$ cat src/rtl/array_mult_arb.sv
// Round-robin arbiter sharing one array_mult among NREQ requesters.
// A tag pipe tracks the owner of each in-flight product and steers the result strobe.
module array_mult_arb #(
    parameter int N        = 3,
    parameter int NREQ     = 2,
    parameter int MULT_LAT = 4
) (
    input  logic                          clk,
    input  logic                          reset,
    input  logic [NREQ-1:0]               req_valid,
    output logic [NREQ-1:0]               req_ready,
    input  logic [NREQ*N*45-1:0]          req_dataa,
    input  logic [NREQ*N*45-1:0]          req_datab,
    input  logic                          halt,
    output logic [NREQ-1:0]               rsp_valid,
    output logic [N*45-1:0]               rsp_result,
    output logic                          mult_en,
    output logic [N*45-1:0]               mult_dataa,
    output logic [N*45-1:0]               mult_datab,
    input  logic [N*45-1:0]               mult_result,
    output logic [$clog2(MULT_LAT+2)-1:0] inflight,
    output logic                          idle
);

    localparam int VW   = N * 45;
    localparam int IDW  = (NREQ > 1) ? $clog2(NREQ) : 1;
    localparam int CW   = $clog2(MULT_LAT + 2);
    localparam int LAST = MULT_LAT;
    localparam logic [CW-1:0] INFL_MAX = CW'(MULT_LAT + 1);

    function automatic logic [IDW-1:0] next_id(input logic [IDW-1:0] id);
        if (id == IDW'(NREQ - 1)) begin
            next_id = '0;
        end else begin
            next_id = id + IDW'(1);
        end
    endfunction

    logic [IDW-1:0]  prio_r;
    logic [LAST:0]   tag_vld_r;
    logic [IDW-1:0]  tag_id_r [LAST+1];
    logic [CW-1:0]   inflight_r;

    logic [NREQ-1:0] hi_s;
    logic            hi_any_s;
    logic            any_s;
    logic [IDW-1:0]  pick_s;
    logic [NREQ-1:0] grant_s;
    logic            accept_s;
    logic [IDW-1:0]  sel_s;
    logic            rsp_any_s;

    // Round-robin pick: lowest valid index at or above prio, else lowest valid overall.
    always_comb begin
        hi_s     = req_valid & ~((NREQ'(1) << prio_r) - NREQ'(1));
        hi_any_s = |hi_s;
        any_s    = |req_valid;
        pick_s   = prio_r;
        for (int k = NREQ - 1; k >= 0; k--) begin
            pick_s = (hi_any_s ? hi_s[k] : req_valid[k]) ? IDW'(k) : pick_s;
        end
        grant_s = '0;
        if (any_s && !halt && !reset) begin
            grant_s[pick_s] = 1'b1;
        end else begin
            grant_s = '0;
        end
    end

    assign accept_s   = |grant_s;
    assign sel_s      = accept_s ? pick_s : prio_r;
    assign req_ready  = grant_s;
    assign mult_dataa = req_dataa[int'(sel_s) * VW +: VW];
    assign mult_datab = req_datab[int'(sel_s) * VW +: VW];

    // Multiplier stays enabled while any token is still inside mult_45; rounding stage runs free.
    assign mult_en    = accept_s | (|tag_vld_r[LAST-1:0]);
    assign rsp_any_s  = tag_vld_r[LAST];
    assign rsp_result = mult_result;
    assign inflight   = inflight_r;
    assign idle       = (inflight_r == '0) && (req_valid == '0);

    // Decode the owner of the token leaving the tag pipe into a one-hot strobe.
    always_comb begin
        rsp_valid = '0;
        if (rsp_any_s) begin
            rsp_valid[tag_id_r[LAST]] = 1'b1;
        end else begin
            rsp_valid = '0;
        end
    end

    // Tag pipe, priority pointer and in-flight counter.
    always_ff @(posedge clk) begin
        if (reset) begin
            tag_vld_r  <= '0;
            prio_r     <= '0;
            inflight_r <= '0;
            for (int s = 0; s <= LAST; s++) begin
                tag_id_r[s] <= '0;
            end
        end else begin
            tag_vld_r   <= {tag_vld_r[LAST-1:0], accept_s};
            tag_id_r[0] <= pick_s;
            for (int s = 1; s <= LAST; s++) begin
                tag_id_r[s] <= tag_id_r[s-1];
            end
            if (accept_s) begin
                prio_r <= next_id(pick_s);
            end else begin
                prio_r <= prio_r;
            end
            case ({accept_s, rsp_any_s})
                2'b10: begin
                    if (inflight_r != INFL_MAX) begin
                        inflight_r <= inflight_r + CW'(1);
                    end else begin
                        inflight_r <= inflight_r;
                    end
                end
                2'b01: begin
                    if (inflight_r != '0) begin
                        inflight_r <= inflight_r - CW'(1);
                    end else begin
                        inflight_r <= inflight_r;
                    end
                end
                default: inflight_r <= inflight_r;
            endcase
        end
    end

endmodule
$ cat config.mk
export PLATFORM = sky130hd
export DESIGN_NAME = array_mult_arb
export DESIGN_NICKNAME = d
export VERILOG_FILES = /design/src/rtl/array_mult_arb.sv
export SDC_FILE = /design/constraint.sdc
export NUM_CORES = 1
export LEC_CHECK = 0
export ABC_AREA = 1
export BUFFER_PORTS_ARGS = -buffer_cell sky130_fd_sc_hd__buf_4
export CAP_MARGIN = 20
export CORE_AREA = 4 4 425 427
export DETAILED_ROUTE_END_ITERATION = 8
export DIE_AREA = 0 0 429 431
export GPL_TIMING_DRIVEN = 0
export MAX_ROUTING_LAYER = met4
export PLACE_DENSITY = 0.3
export SETUP_SLACK_MARGIN = 0.02
export SLEW_MARGIN = 20
export SYNTH_ARGS = -nofsm -noshare
export SYNTH_HDL_FRONTEND = slang
export SYNTH_SLANG_ARGS = --single-unit
$ cat constraint.sdc
create_clock -name clk -period 3.2 [get_ports clk]
set_input_delay 0 -clock clk [delete_from_list [all_inputs] [get_ports clk]]
set_output_delay 0 -clock clk [all_outputs]
set_load 0.02 [all_outputs]
==> results of run 1 <==
==> power by group through the flow <==
stage               Combinational, mW  Sequential [mW]  Clock (mW)
global route                     4.09            0.185       0.277
CTS                              3.99            0.184       0.273
detailed placement               3.98            0.188           0
finish                           3.87            0.184       0.264
floorplan                        1.48            0.189           0
global placement                 3.98            0.188           0
==> worst reg2reg max path, delay by kind of cell (launching register included) <==
family                 cells  cell delay, ns
and+or+nand+nor            3            0.29
buffers and inverters      4            1.06
DFF                        1            0.30
==> worst max path at each step <==
stage | from | end | slack, ns | cells past startpoint
4_1_cts | prio_r | mult_dataa[1] | 0.36 | 10
6_report | prio_r | mult_dataa[1] | 0.65 | 10
2_1_floorplan | inflight[0] | inflight[2] | 1.76 | 8
3_3_place_gp | prio_r | mult_dataa[3] | 0.62 | 10
5_1_grt | prio_r | mult_dataa[25] | 0.38 | 10
3_5_place_dp | prio_r | mult_dataa[1] | 0.63 | 10
==> synthesized netlist by cell type <==
cell type	number	area share, %
inv_2	3	0.20
fa_1	1	0.36
a21boi_0	1	0.14
nand2_2	3	0.34
o21ai_0	1	0.091
buf_2	51	4.6
dfxtp_1	14	5.1
clkbuf_1	2	0.14
buf_1	1	0.068
inv_1	16	1.1
buf_6	2	0.41
nand2_1	552	38
nor3_1	1	0.091
a21oi_1	2	0.18
o21ai_1	2	0.18
nand3_1	277	25
buf_4	169	23
nor2_1	18	1.2
nor2_2	1	0.11
==> kinds of logic after synthesis <==
group                      count (synthesis)  share of synthesized area, %
AOI/OAI and AO/OA                          6                        0.5895
adders and majority gates                  1                        0.3628
buffers and inverters                    244                         29.52
DFF                                       14                         5.079
and+or+nand+nor                          852                         64.44
==> per-stage QoR <==
stage | hold WS (ns) | instance area (um2) | std cells
after floorplan | 0.1126 | 5518 | 1117
after global placement | 0.1986 | 15640 | 4415
after detailed placement | 0.1982 | 15640 | 4415
after CTS | 0.03086 | 15730 | 4419
after global routing | 0.06722 | 15760 | 4432
final | 0.03599 | 15760 | 4434
==> registers in the layout (all words and copies together) (netlist names) <==
register and cells:
tag_id_r 5, inflight 3, prio_r 1, tag_vld_r 5
==> metal layers <==
metal	vias to the layer above	share of wire, %	global-route usage (%)
met5	-	0	-
met4	0	0.66	0.6258
met3	56	7.9	3.872
met2	594	50	22.14
met1	5475	41	15.44
li1	5351	-	-
==> layout make-up <==
class	count	area [um2]	area share (%)
inverter	19	71.32	0.4524
buffer	225	1558	9.882
multi-input combinational	859	3608	22.89
sequential	14	280.3	1.778
timing repair buffer	958	7192	45.62
antenna	15	37.54	0.2381
tap	2340	2928	18.57
clock buffer	4	88.84	0.5635
==> out/metrics.cfg, run 1 <==
[setup_path]
slowest_delay_ns = 0.45
r2r_slack_ns = 1.51
crit_fanout = 10
ff2ff_path_depth = 7
crit_chain = inv_1 -> o21ai_1 -> o21ai_1 -> nand2_2 -> nand2_2 -> buf_4 -> buf_2 -> nand2_1 -> nand2_1 -> buf_4
critPathBufInv = 4
arrival_ns = 2.55
startpoint_type = flip-flop
worstPathRequired_ns = 3.20
r2r_start = prio_r
endpoint_kind = output port
worstReg2RegEnd = prio_r
slowest_stage = buf_2
path_delay_family = buffers and inverters
path_class = reg2out

[timing]
max_clock_freq_mhz = 391.6
grt_setup_unrepaired = false
timing.final.ws_setup_ns = 0.6462
slew_violations = 0
setup_tns_ns = 0
period_minus_slack_ns = 2.554
worst_slew_pin_slew_ns = 0.9168
setup-violations-final = 0
period_share_pct = 79.81
finClkSkew_ns = 0.001961
slew_headroom_pct = 38.88
hold_violations = 0

[die]
rows = 154
start_util_pct = 3.133
die_x_um = 429
core_um2 = 176100
die_h_um = 431
ios = 1094
die_area_um2 = 184900

[route]
drt-pass1-iter-count = 4
drtIter0Drc = 697
routed_wl_mm = 123.1
via_per_inst = 2.588
post_drt_wl_per_cell_um = 27.76
via_count = 11480
antenna_left = 0
drc = 0

[clock_network]
cts_buffers = 3
clk_latency_ns = 0.24
clkTransAtPathRegs_ns = 0.05
post_cts.repair.setup_buffers = 0
ctsResizeCount = 0
h-tree-depth = 1
root_buffer = clkbuf_16
cts_tree = done
cts.sinks = 14
hold_buffers = 0
cts_buffer_depth = 2

[worst_hold_path]
min_from = reset
whs_endpoint = inflight[2]
holdPathStages = 4
min_path_type = in2reg

[global_route]
antenna_found_initial = 49
grt_pass1_wl_mm = 146.0
grt_overflow_total = 0
grt_usage_pct = 12.84
grt_pass1_vias = 11360
grt_max_degree = 11

[power]
power.share.switching_pct = 58.28
p_clk_share_pct = 6.1
total_power_mw = 4.322
leakagePower_nw = 8.279
power_frac_seq_pct = 4.3
combPwrFrac_pct = 89.6
switchingPower_mw = 2.519
intPower_mw = 1.803
p_per_area_nw_per_um2 = 274.2
ir_drop_mv = 0.1048

[synth]
postSynthCellCount = 1117
ys_warn_count = 0
ys_seq_elements = 14
syn_area_per_cell_um2 = 4.940
syn_nets = 1798
synth_cell_types = 19
synth_area_um2 = 5518
ys_seq_area_share_pct = 5.079

[finish]
fillers = 21020
fin_util_pct = 8.951
layout.cells.most_common_list = buf_4, nand2_1, nand3_1
final_layout_size_suffix_gt1_share_pct = 57.29
nNetsFinal = 2761
areaGrowthSynthToFinish_pct = 185.7
layout_commonest_cell = buf_4

[placed_design]
pre_cts_ws_ns = 0.6327
place_congestion = 0.9354
io_buffers = 958
dp_hpwl_mm = 116.1

[outcome]
status = complete, no violations

[run]
drv_cap = 0

No activity file was read; power rests on OpenSTA's default activity.
==> run 2, diff against run 1 <==
CORE_AREA = 4 4 428 430   (was 4 4 425 427)
DIE_AREA = 0 0 432 434   (was 0 0 429 431)
clock period = 2.55 ns   (was 3.2 ns; I/O delays follow)
==> run 2 against run 1 <==
Compared with the run above:
- via count shrank 0.30%
- final area grew 0.60%
- power is 24% higher
- worst hold slack improved by 0.0026 ns
- non-clock buffer count stayed put
- first-iteration DRC count rose by 10%
- register-to-register slack got worse by 0.76 ns
- worst setup slack got worse by 0.57 ns
- final cell count grew 0.95%
- critical path depth fell by 2
- critical endpoint is now mult_dataa[89]
==> out/metrics.cfg, run 2 (synthesized netlist as in run 1, its figures left out) <==
[route]
via_count = 11440
post_drt_wl_per_cell_um = 26.64
drtIter0Drc = 767
drc = 0
routed_wl_mm = 119.2
via_per_inst = 2.556
drt-pass1-iter-count = 5
antenna_left = 0

[clock_network]
root_buffer = clkbuf_16
cts.sinks = 14
cts_buffer_depth = 2
h-tree-depth = 1
clkTransAtPathRegs_ns = 0.05
cts_buffers = 3
cts_tree = done
post_cts.repair.setup_buffers = 0
clk_latency_ns = 0.24

[setup_path]
slowest_delay_ns = 0.40
startpoint_type = flip-flop
slowest_stage = clkbuf_4
path_common_cell = buf_4
crit_chain = inv_1 -> nand2_1 -> buf_4 -> buf_4 -> clkbuf_4 -> nand3_1 -> nand2_1 -> buf_4
crit_fanout = 12
arrival_ns = 2.48
endpoint_kind = output port
critPathBufInv = 5
path_class = reg2out
path_delay_family = buffers and inverters
worstPathRequired_ns = 2.55

[global_route]
grt_pass1_wl_mm = 139.6
grt_overflow_total = 0
grt_pass1_vias = 11090
grt_max_degree = 11
antenna_found_initial = 50
grt_usage_pct = 12.14

[run]
drv_cap = 0

[die]
die_area_um2 = 187500
die_h_um = 434
rows = 156
die_x_um = 432
start_util_pct = 3.069
core_um2 = 179800
ios = 1094

[placed_design]
dp.cells = 4445
io_buffers = 958
place_congestion = 0.9238
dp_hpwl_mm = 112.0
pre_cts_ws_ns = -0.05835

[finish]
fin_util_pct = 8.821
areaGrowthSynthToFinish_pct = 187.4
layout.cells.most_common_list = buf_4, nand2_1, nand3_1
fin_cells = 4476
layout_commonest_cell = buf_4
final_layout_size_suffix_gt1_share_pct = 57.43
nNetsFinal = 2761

[timing]
worst_slew_pin_slew_ns = 0.5169
setup-violations-final = 0
hold_violations = 0
period_minus_slack_ns = 2.475
finClkSkew_ns = 0.0002431
slew_headroom_pct = 65.45
slew_violations = 0
max_clock_freq_mhz = 404.0
period_share_pct = 97.06
grt_setup_unrepaired = false
timing.final.ws_setup_ns = 0.07499

[worst_hold_path]
min_path_type = in2reg

[power]
leakagePower_nw = 8.290
p_per_area_nw_per_um2 = 338.5
ir_drop_mv = 0.2255

[outcome]
status = complete, no violations

run 2: cell types whose count changed in the layout (fill, tap and decap cells not counted), moves of 2 or more:
cell	before	now
diode_2	15	27
buf_6	2	4
buf_2	51	48
nand2_1	552	550
run 2: what timing repair did:
item | CTS | global route
endpoints found under the setup margin | 43 | 2
gates resized for setup | 7 | 1
hold buffers | 0 | 0
run 2: per-stage QoR:
step	total power, mW	instance area, um2	hold WS (ns)	TNS (ns)
after global placement	5.161	15680	0.1982	-0.09004
after floorplan	2.090	5518	0.1126	0
after global routing	5.662	15840	0.04718	0
after CTS	5.515	15790	0.02897	0
final	5.368	15860	0.03858	0
after detailed placement	5.159	15680	0.1982	-0.1250
run 2: worst paths after layout:
path	start	to	slack, ns	cells after the start
max	prio_r	mult_dataa[89]	0.07	8
min	reset	inflight[2]	0.04	4
min reg2reg	tag_id_r[0][3]	tag_id_r[0][4]	0.40	2
max reg2reg	prio_r	prio_r	0.75	7
run 2: routing by layer:
metal  global-route usage (%)  vias up  routed length, um
met5                        -        -                  0
met4                   0.2506        0                573
met3                    4.150       52              10240
met2                    20.83      592              59300
met1                    14.52     5425              49140
li1                         -     5373                  -
run 2: cell type report:
| type | instances | area (um2) |
|---|---|---|
| fill | 21370 | 163900 |
| buffer | 225 | 1574 |
| clock buffer | 4 | 88.84 |
| sequential | 14 | 280.3 |
| inverter | 19 | 71.32 |
| tap | 2370 | 2965 |
| multi-input combinational | 859 | 3618 |
| timing repair buffer | 958 | 7192 |
| antenna | 27 | 67.56 |
run 2: worst reg2reg max path: cells and delay by family (launching register included):
| kind | cells | cell delay [ns] |
|---|---|---|
| simple gates | 3 | 0.40 |
| flops | 1 | 0.30 |
| buf+inv | 4 | 1.05 |
run 2: power breakdown:
| part | internal [mW] | total [mW] | switching [mW] | leakage, nW |
|---|---|---|---|---|
| Sequential | 0.227 | 0.231 | 0.00406 | 0.114 |
| Clock | 0.238 | 0.335 | 0.0965 | 0.0443 |
| Combinational | 1.80 | 4.80 | 3.00 | 8.13 |
| Total | 2.27 | 5.37 | 3.10 | 8.29 |
